$ cat config.mk
export PLATFORM = sky130hd
export DESIGN_NAME = flag_cond_unit
export DESIGN_NICKNAME = d
export VERILOG_FILES = /design/src/rtl/cpu_pkg.sv /design/src/rtl/flag_cond_unit_cond_eval.sv /design/src/rtl/flag_cond_unit.sv
export SDC_FILE = /design/constraint.sdc
export NUM_CORES = 1
export LEC_CHECK = 0
export CORE_ASPECT_RATIO = 1.2
export CORE_UTILIZATION = 42
export CTS_CLUSTER_DIAMETER = 30
export DETAILED_ROUTE_END_ITERATION = 7
export PLACE_DENSITY_LB_ADDON = 0.15
export SYNTH_ARGS = -nofsm -noshare
export SYNTH_HDL_FRONTEND = slang
export SYNTH_SLANG_ARGS = --single-unit
$ cat constraint.sdc
create_clock -name clk -period 2.4 [get_ports clk]
set_input_delay 0.48 -clock clk [delete_from_list [all_inputs] [get_ports clk]]
set_output_delay 0.48 -clock clk [all_outputs]
set_load 0.005 [all_outputs]
$ cat src/rtl/cpu_pkg.sv
// Shared CPU constants: opcodes, branch condition codes and flag bit positions.
// Also provides the per-opcode flag write mask used by the flag register.
package cpu_pkg;

  localparam logic [3:0] OP_ADD    = 4'b0000;
  localparam logic [3:0] OP_SUB    = 4'b0001;
  localparam logic [3:0] OP_XOR    = 4'b0010;
  localparam logic [3:0] OP_RED    = 4'b0011;
  localparam logic [3:0] OP_SLL    = 4'b0100;
  localparam logic [3:0] OP_SRA    = 4'b0101;
  localparam logic [3:0] OP_ROR    = 4'b0110;
  localparam logic [3:0] OP_PADDSB = 4'b0111;
  localparam logic [3:0] OP_B      = 4'b1100;
  localparam logic [3:0] OP_BR     = 4'b1101;

  localparam logic [2:0] CC_NE     = 3'b000;
  localparam logic [2:0] CC_EQ     = 3'b001;
  localparam logic [2:0] CC_GT     = 3'b010;
  localparam logic [2:0] CC_LT     = 3'b011;
  localparam logic [2:0] CC_GTE    = 3'b100;
  localparam logic [2:0] CC_LTE    = 3'b101;
  localparam logic [2:0] CC_OV     = 3'b110;
  localparam logic [2:0] CC_UNCOND = 3'b111;

  localparam int FLAG_V = 0;
  localparam int FLAG_Z = 1;
  localparam int FLAG_N = 2;

  // Arithmetic ops own all three flags; logic/shift ops only report zero.
  function automatic logic [2:0] flag_mask(input logic [3:0] op);
    logic [2:0] m;
    m = 3'b000;
    case (op)
      OP_ADD, OP_SUB: m = 3'b111;
      OP_XOR, OP_RED, OP_SLL, OP_SRA, OP_ROR, OP_PADDSB: m[FLAG_Z] = 1'b1;
      default: m = 3'b000;
    endcase
    return m;
  endfunction

endpackage

$ cat src/rtl/flag_cond_unit_cond_eval.sv
// Combinational branch condition evaluator over a {N,Z,V} flag vector.
module cond_eval
  import cpu_pkg::*;
(
  input  logic [2:0] nf,
  input  logic [2:0] cond,
  output logic       taken
);

  logic n, z, v;

  assign n = nf[FLAG_N];
  assign z = nf[FLAG_Z];
  assign v = nf[FLAG_V];

  always_comb begin
    taken = 1'b0;
    case (cond)
      CC_NE:     taken = ~z;
      CC_EQ:     taken = z;
      CC_GT:     taken = ~z & ~n;
      CC_LT:     taken = n;
      CC_GTE:    taken = z | ~n;
      CC_LTE:    taken = n | z;
      CC_OV:     taken = v;
      CC_UNCOND: taken = 1'b1;
      default:   taken = 1'b0;
    endcase
  end

endmodule

$ cat src/rtl/flag_cond_unit.sv
// Architectural flag register with EX-stage bypass, branch resolution against the
// bypassed flags, and a saturating count of overflowing arithmetic updates.
module flag_cond_unit
  import cpu_pkg::*;
#(
  parameter int CNT_W = 8
) (
  input  logic             clk,
  input  logic             rst,
  input  logic             stall,
  input  logic             flush,
  input  logic             ex_valid,
  input  logic [3:0]       ex_opcode,
  input  logic [2:0]       ex_flag,
  input  logic             br_valid,
  input  logic [3:0]       br_opcode,
  input  logic [2:0]       br_cond,
  output logic [2:0]       flags,
  output logic             br_resolved,
  output logic             br_taken,
  output logic [CNT_W-1:0] sat_count
);

  logic             upd;
  logic [2:0]       mask;
  logic [2:0]       nf;
  logic             is_arith;
  logic             sat_inc;
  logic             br_acc;
  logic             cond_taken;
  logic [CNT_W-1:0] sat_max;

  assign upd      = ex_valid & ~stall & ~flush;
  assign mask     = upd ? flag_mask(ex_opcode) : 3'b000;
  assign nf       = (flags & ~mask) | (ex_flag & mask);
  assign is_arith = (ex_opcode == OP_ADD) || (ex_opcode == OP_SUB);
  assign sat_inc  = upd & is_arith & ex_flag[FLAG_V];
  assign br_acc   = br_valid & ~stall & ~flush &
                    ((br_opcode == OP_B) || (br_opcode == OP_BR));
  assign sat_max  = '1;

  cond_eval u_cond_eval (
    .nf    (nf),
    .cond  (br_cond),
    .taken (cond_taken)
  );

  // nf already equals flags whenever no update is accepted, so it is the next state.
  always_ff @(posedge clk) begin
    if (rst) begin
      flags       <= 3'b000;
      sat_count   <= '0;
      br_resolved <= 1'b0;
      br_taken    <= 1'b0;
    end else begin
      flags       <= nf;
      br_resolved <= br_acc;
      br_taken    <= br_acc & cond_taken;
      if (sat_inc && (sat_count != sat_max))
        sat_count <= sat_count + 1'b1;
    end
  end

endmodule

### Yosys cells after proc, flatten, opt, wreduce, memory -nomap -nowiden

Cells that the tools add are included.

* add/sub/neg operators: 1
* equality and inequality tests: 17
* muxes and demuxes: 4
* bitwise operators: 19
* reduce and logical (&&, ||, !) cells: 7

Operators with widths (number)
* == test 4 x 3 -> 1 bit (second input constant): 4
* == test 3 bit (second input constant): 4
* bitwise AND 1 bit: 9
* adder 8 x 1 -> 8 bit (second input constant): 1
* == test 4 x 2 -> 1 bit (second input constant): 2
* == test 4 bit (second input constant): 2
* inequality test 8 bit (second input constant): 1
* one-hot mux 1 bit (8 select lines): 1
* OR reduction 8 bit: 1
* bitwise AND 3 bit: 2
* == test 3 x 2 -> 1 bit (second input constant): 2
* == test 4 x 1 -> 1 bit (second input constant): 1
* zero test 4 bit: 1
* inverter 1 bit: 4
* == test 3 x 1 -> 1 bit (second input constant): 1
* zero test 3 bit: 1
* 2-to-1 mux 3 bit: 1
* inverter 3 bit: 1
* bitwise OR 3 bit: 1
* logical OR 1 bit: 2
* 2-to-1 mux 1 bit: 2
* bitwise OR 1 bit: 2
* OR reduction 2 bit: 1
* logical AND 1 bit: 1

* bits in registers: 13
* bits of input ports: 20
* logic and storage cells: 52

### Depth between registers and ports, before layout

Gate-level depths: netlist of run 1.

* word-level depth: 11
* mapped depth: 6

### By module

From an unflattened synthesis of run 1, not the netlist that was laid out.

* cell total of the unflattened synthesis: 79
* area, all modules: 688.2 um^2

By module, submodules not included
* flag_cond_unit: times used 1, cells an instance 68, area each 611.8 um^2, seq. area each 260.2 um^2
* cond_eval: times used 1, cells an instance 11, area each 76.3 um^2, seq. area each 0.0 um^2

### Worst setup path before layout of run 1

Ideal clock, no wire load.

* path type: input port to flip-flop
* start point: in stall
* end point: reg br_taken
* arrival time: 1.670 ns
* slack: 0.655 ns
* stages: 5
* path buffers: 0
* path through: nor4b_4 nand2_1 mux2_4 a41o_1 o22ai_1

* longest elaborated chain between the ends: 11

Ends and longest elaborated chain
* start: declaration: RTL line flag_cond_unit.sv:10 `input logic stall,`
* inverter 1 bit *: RTL line flag_cond_unit.sv:33, flag_cond_unit.sv:38
* bitwise AND 1 bit (2 in series): RTL line flag_cond_unit.sv:33 `assign upd = ex_valid & ~stall & ~flush;`
* 2-to-1 mux 3 bit: RTL line flag_cond_unit.sv:34 `assign mask = upd ? flag_mask(ex_opcode) : 3'b000;`
* inverter 3 bit: RTL line flag_cond_unit.sv:35 `assign nf = (flags & ~mask) | (ex_flag & mask);`
* bitwise AND 3 bit: RTL line flag_cond_unit.sv:35
* bitwise OR 3 bit: RTL line flag_cond_unit.sv:35
* inverter 1 bit (on tied branches): RTL line flag_cond_unit_cond_eval.sv:21, flag_cond_unit_cond_eval.sv:23, flag_cond_unit_cond_eval.sv:19
* bitwise OR 1 bit / bitwise AND 1 bit (equally long branches): RTL line flag_cond_unit_cond_eval.sv:23, flag_cond_unit_cond_eval.sv:21
* one-hot mux 1 bit (8 select lines): RTL line flag_cond_unit_cond_eval.sv:18 `case (cond)`
* bitwise AND 1 bit *: RTL line flag_cond_unit.sv:58 `br_taken <= br_acc & cond_taken;`
* end signal: assignment: RTL line flag_cond_unit.sv:58
* end: declaration: RTL line flag_cond_unit.sv:20 `output logic br_taken,`

Every way passes the cells marked *; elsewhere a longest branch is shown, timed or not.
A chain may end at the register's enable or synchronous reset.

### Worst setup path in the final report of run 1

Same ends and word-level chain as after synthesis.

==> results of run 1 <==
## worst min-delay path, delay by kind of cell (launching register included)
family / cells / cell delay (ns)
compound gates: 1 / 0.07
flops: 1 / 0.32
simple gates: 1 / 0.07
## registers in the layout, summed over array words and instances, names as in the netlist
| signal | cells |
|---|---|
| br_resolved | 1 |
| br_taken | 1 |
| flags | 3 |
| sat_count | 8 |
## power groups by stage
stage                     Combinational [mW]  Sequential (mW)  Clock (mW)
after global placement                0.0535            0.222           0
after detailed placement              0.0553            0.222           0
final                                 0.0549            0.217       0.140
after global routing                  0.0588            0.217       0.149
after floorplan                       0.0148            0.222           0
after CTS                             0.0552            0.217       0.140
## layout by cell type, fill, tap and decap left out, types with 2 or more instances in the layout
cell / netlist / routed
a21oi_1: 3 / 3
a41o_1: 2 / 2
buf_4: 0 / 5
clkbuf_4: 0 / 3
clkdlybuf4s50_1: 0 / 30
dfxtp_1: 13 / 13
inv_1: 2 / 2
nand2_1: 7 / 7
nand3_1: 3 / 3
nor2_1: 13 / 13
nor3_1: 3 / 3
nor4_2: 2 / 2
xnor2_1: 6 / 6
## cell usage after synthesis
cell | instances | share of area [%]
nand3_2 | 1 | 1.4
nand3_1 | 3 | 2.1
nand2b_1 | 1 | 0.90
nor4b_4 | 1 | 3.4
buf_6 | 1 | 1.6
nor3b_1 | 1 | 1.1
and3_1 | 1 | 0.90
nor3_2 | 1 | 1.4
or4_1 | 1 | 1.1
o21ai_0 | 1 | 0.71
nor3_1 | 3 | 2.1
o2111ai_1 | 1 | 1.3
mux2i_1 | 1 | 1.4
nor2_1 | 13 | 7.0
inv_1 | 2 | 1.1
nor4_2 | 2 | 3.6
nor4b_2 | 1 | 2.1
ha_1 | 1 | 1.8
xnor2_1 | 6 | 7.5
nor2b_1 | 1 | 0.90
o41ai_1 | 1 | 1.3
dfxtp_1 | 13 | 37
clkbuf_1 | 1 | 0.54
mux2_4 | 1 | 2.1
nor4_1 | 1 | 0.90
nor4b_1 | 1 | 1.3
nand4_1 | 1 | 0.90
a21oi_1 | 3 | 2.1
or4b_1 | 1 | 1.4
o22ai_1 | 1 | 0.90
o311ai_1 | 1 | 1.3
a41o_1 | 2 | 2.9
nand2_1 | 7 | 3.8
## metal layers
layer,GRT usage (%),vias up,wire [µm]
met2,38.0,18,867
met5,0,-,0
met3,4.35,4,46
met1,21.8,305,673
met4,8.28,0,19
li1,-,356,-
## final timing paths
check / depth (start not counted) / slack, ns / endpoint / from
worst min-delay path: 2 / 0.50 / flags[0] / flags[0]
worst min register to register: 2 / 0.50 / flags[0] / flags[0]
worst max register to register: 6 / 0.86 / sat_count[2] / sat_count[0]
worst max-delay path: 7 / 0.28 / br_taken / stall
## kinds of logic after synthesis
group	after synthesis	share of synthesized area, %
compound gates	10	10.4
xor+xnor	6	7.51
fa+ha+maj	1	1.79
buf+inv	4	3.22
flops	13	37.2
mux	2	3.58
simple gates	41	36.3
## area by class of cell
| cell class | instances | area (µm²) | area share, % |
|---|---|---|---|
| Timing Repair Buffer | 35 | 338 | 31.6 |
| Multi-Input combinational cell | 60 | 417 | 38.9 |
| Sequential cell | 13 | 260 | 24.3 |
| Inverter | 2 | 7.51 | 0.702 |
| Tap cell | 17 | 21.3 | 1.99 |
| Clock buffer | 4 | 26.3 | 2.46 |
## through the flow
step                      setup WS (ns)  util [%]  std cells  cell area, µm²  power, mW
after global placement           0.0815      69.5        127            1040      0.276
after CTS                         0.258      71.3        131            1070      0.413
after global routing              0.158      71.3        131            1070      0.425
after floorplan                   0.655         -         77             699      0.237
final                             0.277      71.3        131            1070      0.412
after detailed placement        -0.0681      69.5        127            1040      0.277
==> out/results.txt, run 1 <==
After layout, the minimum clock period comes to 2.12 ns. The worst slew margin relative to its limit was 67.2%; the largest stage delay on the critical path was 0.45 ns. After global routing the overflow that remains totals 0.

The number of design-rule violations left by the first detailed-router iteration was 13; the number of buffers created by CTS was 3. The synthesized netlist occupies a cell area of 699 µm². Cells with a size suffix above 1 make up 13.2% of the layout.

Derived from the worst setup path, the maximum achievable clock frequency is 471 MHz. In this run the static leakage power is 0.368 nW. The kind of end point of the critical path is a flop. The initial utilization of the core area, before any placement, comes to 46.6%. The worst path uses 88.5% of the clock period. Setup repair after global routing left no endpoint under its margin. The max-slew violation count is 0, and the post-cts hold buffer count is 0. Total nets after synthesis: 98. In this run, post-CTS repair resized a total of 0 instances.

Across all hold checks on the routed design, the worst slack comes to 0.500 ns. The ratio of routed vias to standard cells was 5.21. The standard cell with the maximum stage delay on the critical path was clkdlybuf4s50_1. Power spread over the standard cell area amounts to 385 nW/µm².

In this design, the largest share of critical-path delay is due to simple AND/OR/NAND/NOR gates. The run gives 13.3% as the proportion of power drawn by combinational gates. In this run the remaining antenna-violating nets after routing total 0. In the global route stage, overall resource usage came out at 20.4%. Pin placement for this block handled 33 I/O pins. The tools report the cell-internal power as 0.316 mW. Arrival time of the worst setup path: 2.32 ns. After technology mapping, the gate count stands at 77. After detailed routing, the number of remaining DRC violations is 0. The kind of path behind the tightest hold check is reg -> reg. The cell sitting at the root of the clock tree is a clkbuf_4.

Once the clock tree was built, the setup fixing pass inserted 0 buffers. Counting every sink on the clock net gives 13. The wire length of the first global-routing pass came out at 2.54 mm.

Counting the fill cells in the layout gives 121. The tools report the number of different library cells in the post-synthesis netlist as 33. At the pin with the least slew margin, the transition time is 0.491 ns. Vertical extent of the die: 46.7 µm.

For this block, the routed nets add up to 1.61 mm of wire. The area added between synthesis and finish came out at 53.0%. The max-cap violation count was 0. In this run the horizontal extent of the chip is 39.3 µm. For the worst setup path, the data required time is 2.60 ns.

The signal on the critical path passes through clkdlybuf4s50_1, nor4b_4, buf_4, nor4b_1, nor4_1, a41o_1, o22ai_1. Averaged over all synthesized cells, the footprint is 9.08 µm². During synthesis, Yosys emitted a total of 0 warnings. The number of global-route vias before repair is 639, and the maximum root-to-sink buffer count is 2. Area of the die: 1830 µm². TritonCTS built the clock tree. The relative contribution of sequential cells to total power was 52.7%; the average detailed-routed wire length per instance was 12.3 µm. Critical path start-end classification: in -> reg.

Adding up every negative setup slack in the final design gives 0 ns. The tools report the number of hold violations in the final report as 0. The number of antenna diodes in the final layout is 0. The run gives 0 as the number of antenna violations at the first check in global routing. The worst-case IR drop observed on VDD is 0.000334 V. Entering global routing, the biggest net connects 12 pins.

The tools report the site row count as 15. The first-pass iteration count of the detailed router is 4, and the clock input transition at the sequential cells of the worst setup and hold paths is 0.08 ns. The run finished with clean final reports.

Detailed routing inserted a total of 683 vias. Highest net fanout along the worst path: 5. The latest clock arrival within the worst-skew pair came out at 0.28 ns. In this run, the clock network consumes 34.0% of the power.

The core area was 1500 µm²; the portion of the post-synthesis area used by sequential elements was 37.2%. The synthesized design contains 13 register bits. The critical path contains buffers and inverters numbering 2 combined.

Setup violations remaining at the end of the flow were counted as 0. Summed over all nets, the half-perimeter wirelength after detailed placement is 1.30 mm. For this design the total switching power over the nets is 0.0962 mW. In the final design database the tool counted 136 nets. Net switching is 23.4% of the power. The clock arrives with 0.00173 ns of skew.

The worst setup path is launched from a primary input. The logs give 1 for the maximum level of the CTS H-tree and 0.751 for the final weighted congestion in routability-driven placement. Buffers placed on the I/O ports in this run total 30.
(Power assumes the default switching activity.)
==> run 2, diff against run 1 <==
--- a/config.mk
+++ b/config.mk
@@ -9,7 +9,7 @@
 export CORE_UTILIZATION = 42
 export CTS_CLUSTER_DIAMETER = 30
 export DETAILED_ROUTE_END_ITERATION = 7
-export PLACE_DENSITY_LB_ADDON = 0.15
+export PLACE_DENSITY = 0.94
 export SYNTH_ARGS = -nofsm -noshare
 export SYNTH_HDL_FRONTEND = slang
 export SYNTH_SLANG_ARGS = --single-unit
==> out/results.txt, run 2 (synthesized netlist as in run 1, its figures left out) <==
The logs give 0.368 nW (unchanged) for the static leakage and 9 (was 13) for the number of design-rule violations left by the first detailed-router iteration. The count of input and output buffers was 30 (unchanged). The critical path start-end classification was in -> reg (unchanged). The max-cap violation count is 0 (unchanged). The count of unresolved DRC violations after routing is 0 (unchanged), and the highest net fanout along the worst path is 5 (unchanged). The run gives 0 (unchanged) as the remaining number of nets flagged by the antenna check after routing.

The count of final setup violators came out at 0 (unchanged). The aggregate global routing overflow was 0 (unchanged). The area added between synthesis and finish is 53.0% (unchanged), and the maximum root-to-sink buffer count is 2 (unchanged). The tools report the post-CTS resize count as 0 (unchanged). Root buffer cell: clkbuf_4 (unchanged). The area of the die was 1830 µm² (unchanged); the initial core utilization was 46.6% (unchanged). The logs give 0.000285 V (was 0.000334 V) for the worst voltage drop across the vdd grid and 33 (unchanged) for the count of boundary I/O pins. The number of inserted diodes was 0 (unchanged). The cell count of the worst hold path is 2 (unchanged), and the clock input transition at the sequential cells of the worst setup and hold paths is 0.07 ns (was 0.08 ns).

The power density normalized to cell area was 378 nW/µm² (was 385 nW/µm²); the number of buffers created by CTS was 3 (unchanged). Largest register by flop count: sat_count (unchanged). The first-pass iteration count of the detailed router is 4 (unchanged), and the vertical extent of the die is 46.7 µm (unchanged).

The logs give 20.3% (was 20.4%) for the global routing usage summed across all routing layers and 488 MHz (was 471 MHz) for the maximum achievable frequency. Number of antenna violations at the first check in global routing: 0 (unchanged). The number of flip-flops under the largest register name is 8 (unchanged), and the number of global-route vias before repair is 668 (was 639).

Max-slew violation count: 0 (unchanged). The run gives 1 (unchanged) as the maximum level of the CTS H-tree. The logs give 1040 µm² (unchanged) for the standard cell area after detailed placement and 725 (was 683) for the total via count after detailed routing.

The average detailed-routed wire length per instance is 11.8 µm (was 12.3 µm), and the overall power after layout is 0.404 mW (was 0.412 mW). Leading cell types in the layout, fill and taps excluded: clkdlybuf4s50_1, nor2_1, dfxtp_1 (unchanged). The number of hold violations in the final report was 0 (unchanged); the post-cts hold buffer count was 0 (unchanged). TritonCTS built the clock tree.

The die width was 39.3 µm (unchanged); the final sum of negative setup slack was 0 ns (unchanged). The wire length of the first global-routing pass is 2.55 mm (was 2.54 mm). The final critical-path required period came out at 2.05 ns (was 2.12 ns). The core area is 1500 µm² (unchanged). The most common cell after layout, fill and taps aside is clkdlybuf4s50_1 (unchanged). The logs give 12 (unchanged) for the pin count of the biggest net entering global routing and 13 (unchanged) for the clock sink count. The number of nets at the end of the flow is 136 (unchanged).

The tools report the kind of launch point of the worst setup path as a primary input (unchanged). The latest clock arrival within the worst-skew pair was 0.27 ns (was 0.28 ns). The arrival time of the worst setup path was 2.25 ns (was 2.32 ns); the worst-margin pin slew was 0.511 ns (was 0.491 ns). The part of the cycle the worst path needs came out at 85.3% (was 88.5%).

The post-route non-filler standard cell count was 131 (unchanged); the share of cells above drive strength 1 was 13.2% (unchanged). The run gives 1.27 mm (was 1.30 mm) as the detailed placer's ending HPWL. The flow ran to the end, and the final reports show no timing, DRC or antenna violations.

Ratio of routed vias to standard cells: 5.53 (was 5.21). For the site row count, the log shows 15 (unchanged). Post-detailed-routing wire length: 1.55 mm (was 1.61 mm). The logs give 0.811 (was 0.751) for the final weighted congestion in routability-driven placement and 0.00219 ns (was 0.00173 ns) for the worst clock skew.

Kind of end point of the critical path: a flop (unchanged). The utilization after layout is 71.3% (unchanged). For the critical path data required time, the log shows 2.60 ns (about the same). The tools report the design area as 1070 µm² (unchanged).

The number of buffers added for setup after CTS was 0 (unchanged). The kind of path behind the tightest hold check was reg -> reg (unchanged). The tools report the total instance count after detailed placement as 127 (unchanged).

Path depth of the worst reg2reg path: 6 (unchanged). Registers with the highest flip-flop counts: sat_count x8, flags x3 (unchanged). The worst slew margin relative to its limit is 65.8% (was 67.2%). Setup repair after global routing left no endpoint under its margin.
[run 2: cell counts in the layout (fill, tap and decap cells not counted)]
No cell type changed its count.
[run 2: path summary, 6_finish.rpt]
path              slack [ns]          from            to
hold reg to reg         0.49      flags[0]      flags[0]
hold / removal          0.49      flags[0]      flags[0]
setup / recovery        0.35         stall      br_taken
setup reg to reg        0.84  sat_count[0]  sat_count[2]
[run 2: critical path, cell delays in order]
cell and delay [ns]:
clkdlybuf4s50_1 0.45, nor4b_4 0.33, buf_4 0.18, nor4b_1 0.36, nor4_1 0.10, a41o_1 0.21, o22ai_1 0.14
[run 2: routing by layer]
layer	wire, µm	global-route usage [%]	up-vias
li1	-	-	356
met1	635	19.7	338
met2	799	38.7	29
met3	110	4.83	2
met4	5	10.3	0
met5	0	0	-
[run 2: stage by stage]
stage                     hold WS [ns]  worst slack (ns)
final                            0.494             0.352
after global routing             0.522             0.304
after CTS                        0.492             0.360
after detailed placement         0.480            0.0851
after global placement           0.471            0.0846
after floorplan                  0.475             0.655
[run 2: report_power, final]
group          internal, mW  switching [mW]
logic                0.0350          0.0191
clock network        0.0644          0.0684
registers             0.216        0.000679
[run 2: cell type report]
| type | instances | area, µm² |
|---|---|---|
| Fill cell | 117 | 432 |
| Inverter | 2 | 7.51 |
| Timing Repair Buffer | 35 | 338 |
| Clock buffer | 4 | 26.3 |
| Multi-Input combinational cell | 60 | 417 |
| Tap cell | 17 | 21.3 |
| Sequential cell | 13 | 260 |
==> run 3, diff against run 2 <==
--- a/config.mk
+++ b/config.mk
@@ -9,7 +9,7 @@
 export CORE_UTILIZATION = 42
 export CTS_CLUSTER_DIAMETER = 30
 export DETAILED_ROUTE_END_ITERATION = 7
-export PLACE_DENSITY = 0.94
+export PLACE_DENSITY = 0.82
 export SYNTH_ARGS = -nofsm -noshare
 export SYNTH_HDL_FRONTEND = slang
 export SYNTH_SLANG_ARGS = --single-unit
==> out/results.txt, run 3 (synthesized netlist as in run 1, its figures left out) <==
The tools report the area of the die as 1830 µm² (unchanged). The post-route non-filler standard cell count was 131 (unchanged); the number of buffers added for setup after CTS was 0 (unchanged). Most common cell after layout, fill and taps aside: clkdlybuf4s50_1 (unchanged). The run gives 0.746 (was 0.811) as the final weighted congestion in routability-driven placement.

The clock input transition at the sequential cells of the worst setup and hold paths is 0.08 ns (was 0.07 ns), and the overall power after layout is 0.410 mW (was 0.404 mW). The vertical extent of the die is 46.7 µm (unchanged). The logs give 0.00203 ns (was 0.00219 ns) for the worst clock skew and 1.23 mm (was 1.27 mm) for the detailed placer's ending HPWL.

The kind of launch point of the worst setup path is a primary input (unchanged). The critical path start-end classification is in -> reg (unchanged). The run gives 0 (unchanged) as the aggregate global routing overflow. The final critical-path required period works out to 2.03 ns (was 2.05 ns). The path depth of the worst reg2reg path came out at 6 (unchanged). Worst-case setup slack after placement: 0.0946 ns (was 0.0851 ns).

The largest stage delay on the critical path was 0.46 ns (was 0.45 ns). The post-CTS resize count is 0 (unchanged). End of the critical path: br_taken (unchanged).

The cell count of the worst hold path was 2 (unchanged); the area added between synthesis and finish was 53.0% (unchanged). Number of filler instances in the final layout: 121 (was 117). The count of boundary I/O pins is 33 (unchanged). The run gives 0 (unchanged) as the max-slew violation count. The number of hold violations in the final report is 0 (unchanged). The worst-margin pin slew was 0.536 ns (was 0.511 ns). The logs give 1 (unchanged) for the maximum level of the CTS H-tree and 494 MHz (was 488 MHz) for the maximum achievable frequency.

The run gives 12 (unchanged) as the pin count of the biggest net entering global routing. The max-cap violation count is 0 (unchanged), and the worst slew margin relative to its limit is 64.1% (was 65.8%). Setup repair after global routing left no endpoint under its margin. The number of flip-flops under the largest register name came out at 8 (unchanged). The worst setup margin came out at 0.374 ns (was 0.352 ns).

Share of cells above drive strength 1: 13.2% (unchanged). Number of antenna violations at the first check in global routing: 0 (unchanged). The ratio of routed vias to standard cells is 5.47 (was 5.53).

For the count of final setup violators, the log shows 0 (unchanged). The highest net fanout along the worst path was 5 (unchanged). The count of unresolved DRC violations after routing is 0 (unchanged), and the number of inserted diodes is 0 (unchanged).

Kind of path behind the tightest hold check: reg -> reg (unchanged). The tools report the reg-to-reg critical path endpoint as sat_count[3] (was sat_count[2]). The final sum of negative setup slack was 0 ns (unchanged); the static leakage was 0.368 nW (unchanged).

The tools report the number of buffers created by CTS as 3 (unchanged). Source of the critical timing path: flush (was stall). Part of the cycle the worst path needs: 84.4% (was 85.3%). The tools report the critical path data required time as 2.61 ns (was 2.60 ns).

Kind of end point of the critical path: a flop (unchanged). The die width works out to 39.3 µm (unchanged). For the total via count after detailed routing, the log shows 716 (was 725). Count of input and output buffers: 30 (unchanged). Registers with the highest flip-flop counts: sat_count x8, flags x3 (unchanged).

Worst voltage drop across the vdd grid: 0.000264 V (was 0.000285 V). The run gives 21.9% (was 20.3%) as the global routing usage summed across all routing layers. The power density normalized to cell area was 384 nW/µm² (was 378 nW/µm²). TritonCTS built the clock tree. Number of global-route vias before repair: 639 (was 668). The tools report the root buffer cell as clkbuf_4 (unchanged). Series of cell instances along the critical path: clkdlybuf4s50_1, nor4b_4, buf_4, nand2_1, mux2_4, a41o_1, o22ai_1 (was clkdlybuf4s50_1, nor4b_4, buf_4, nor4b_1, nor4_1, a41o_1, o22ai_1).

The logs give 2.68 mm (was 2.55 mm) for the wire length of the first global-routing pass and 260 µm² (unchanged) for the register area. The tools report the first-pass iteration count of the detailed router as 4 (unchanged). Core area: 1500 µm² (unchanged). The arrival time of the worst setup path was 2.24 ns (was 2.25 ns); the remaining number of nets flagged by the antenna check after routing was 0 (unchanged). The average detailed-routed wire length per instance was 11.9 µm (was 11.8 µm); the combined area of the multi-input logic cells was 417 µm² (unchanged). The tools report the latest clock arrival within the worst-skew pair as 0.28 ns (was 0.27 ns). The standard cell with the maximum stage delay on the critical path was clkdlybuf4s50_1 (unchanged). Largest register by flop count: sat_count (unchanged). For the number of design-rule violations left by the first detailed-router iteration, the log shows 12 (was 9). The tools report the utilization after layout as 71.3% (unchanged). The tools report the source of the worst register-to-register timing path as sat_count[0] (unchanged).

The flow ran to the end, and the final reports show no timing, DRC or antenna violations. The maximum root-to-sink buffer count is 2 (unchanged), and the initial core utilization is 46.6% (unchanged). The number of nets at the end of the flow is 136 (unchanged). Leading cell types in the layout, fill and taps excluded: clkdlybuf4s50_1, nor2_1, dfxtp_1 (unchanged). The run gives 127 (unchanged) as the total instance count after detailed placement. The tools report the clock sink count as 13 (unchanged). The post-detailed-routing wire length is 1.56 mm (was 1.55 mm), and the post-cts hold buffer count is 0 (unchanged). The site row count is 15 (unchanged).

The setup slack of the most critical reg-to-reg path was 0.85 ns (was 0.84 ns).
[run 3: report_power, final]
group          total, mW  switching (mW)  leakage [nW]  internal [mW]
logic             0.0544          0.0194         0.248         0.0350
clock network      0.139          0.0743        0.0150         0.0646
registers          0.217        0.000719         0.105          0.216
[run 3: per-layer routing]
layer	vias up	global-route usage (%)	part of all wire [%]
met1	321	26.0	43
met3	2	5.80	6.9
met4	0	12.4	1.3
met5	-	0	0
li1	358	-	-
met2	35	35.3	49
[run 3: layout make-up]
cell class	instances	area share [%]
Multi-Input combinational cell	60	38.9
Inverter	2	0.702
Clock buffer	4	2.46
Tap cell	17	1.99
Sequential cell	13	24.3
Timing Repair Buffer	35	31.6
[run 3: worst max-delay path, delay by kind of cell]
family                 cells  cell delay, ns
AOI/OAI and AO/OA          2            0.38
buffers and inverters      2            0.64
muxes                      1            0.33
and+or+nand+nor            2            0.39
[run 3: worst min path at each step]
stage	from	endpoint	slack, ns
6_report	sat_count[6]	sat_count[6]	0.50
5_1_grt	sat_count[6]	sat_count[6]	0.52
4_1_cts	sat_count[6]	sat_count[6]	0.50
3_5_place_dp	sat_count[6]	sat_count[6]	0.48
3_3_place_gp	flags[0]	flags[0]	0.47
2_1_floorplan	flags[0]	flags[0]	0.47
[run 3: stage by stage]
stage | hold slack (ns) | cell area [µm²]
after floorplan | 0.475 | 699
after global placement | 0.470 | 1040
after detailed placement | 0.484 | 1040
after CTS | 0.496 | 1070
after global routing | 0.518 | 1070
final | 0.498 | 1070
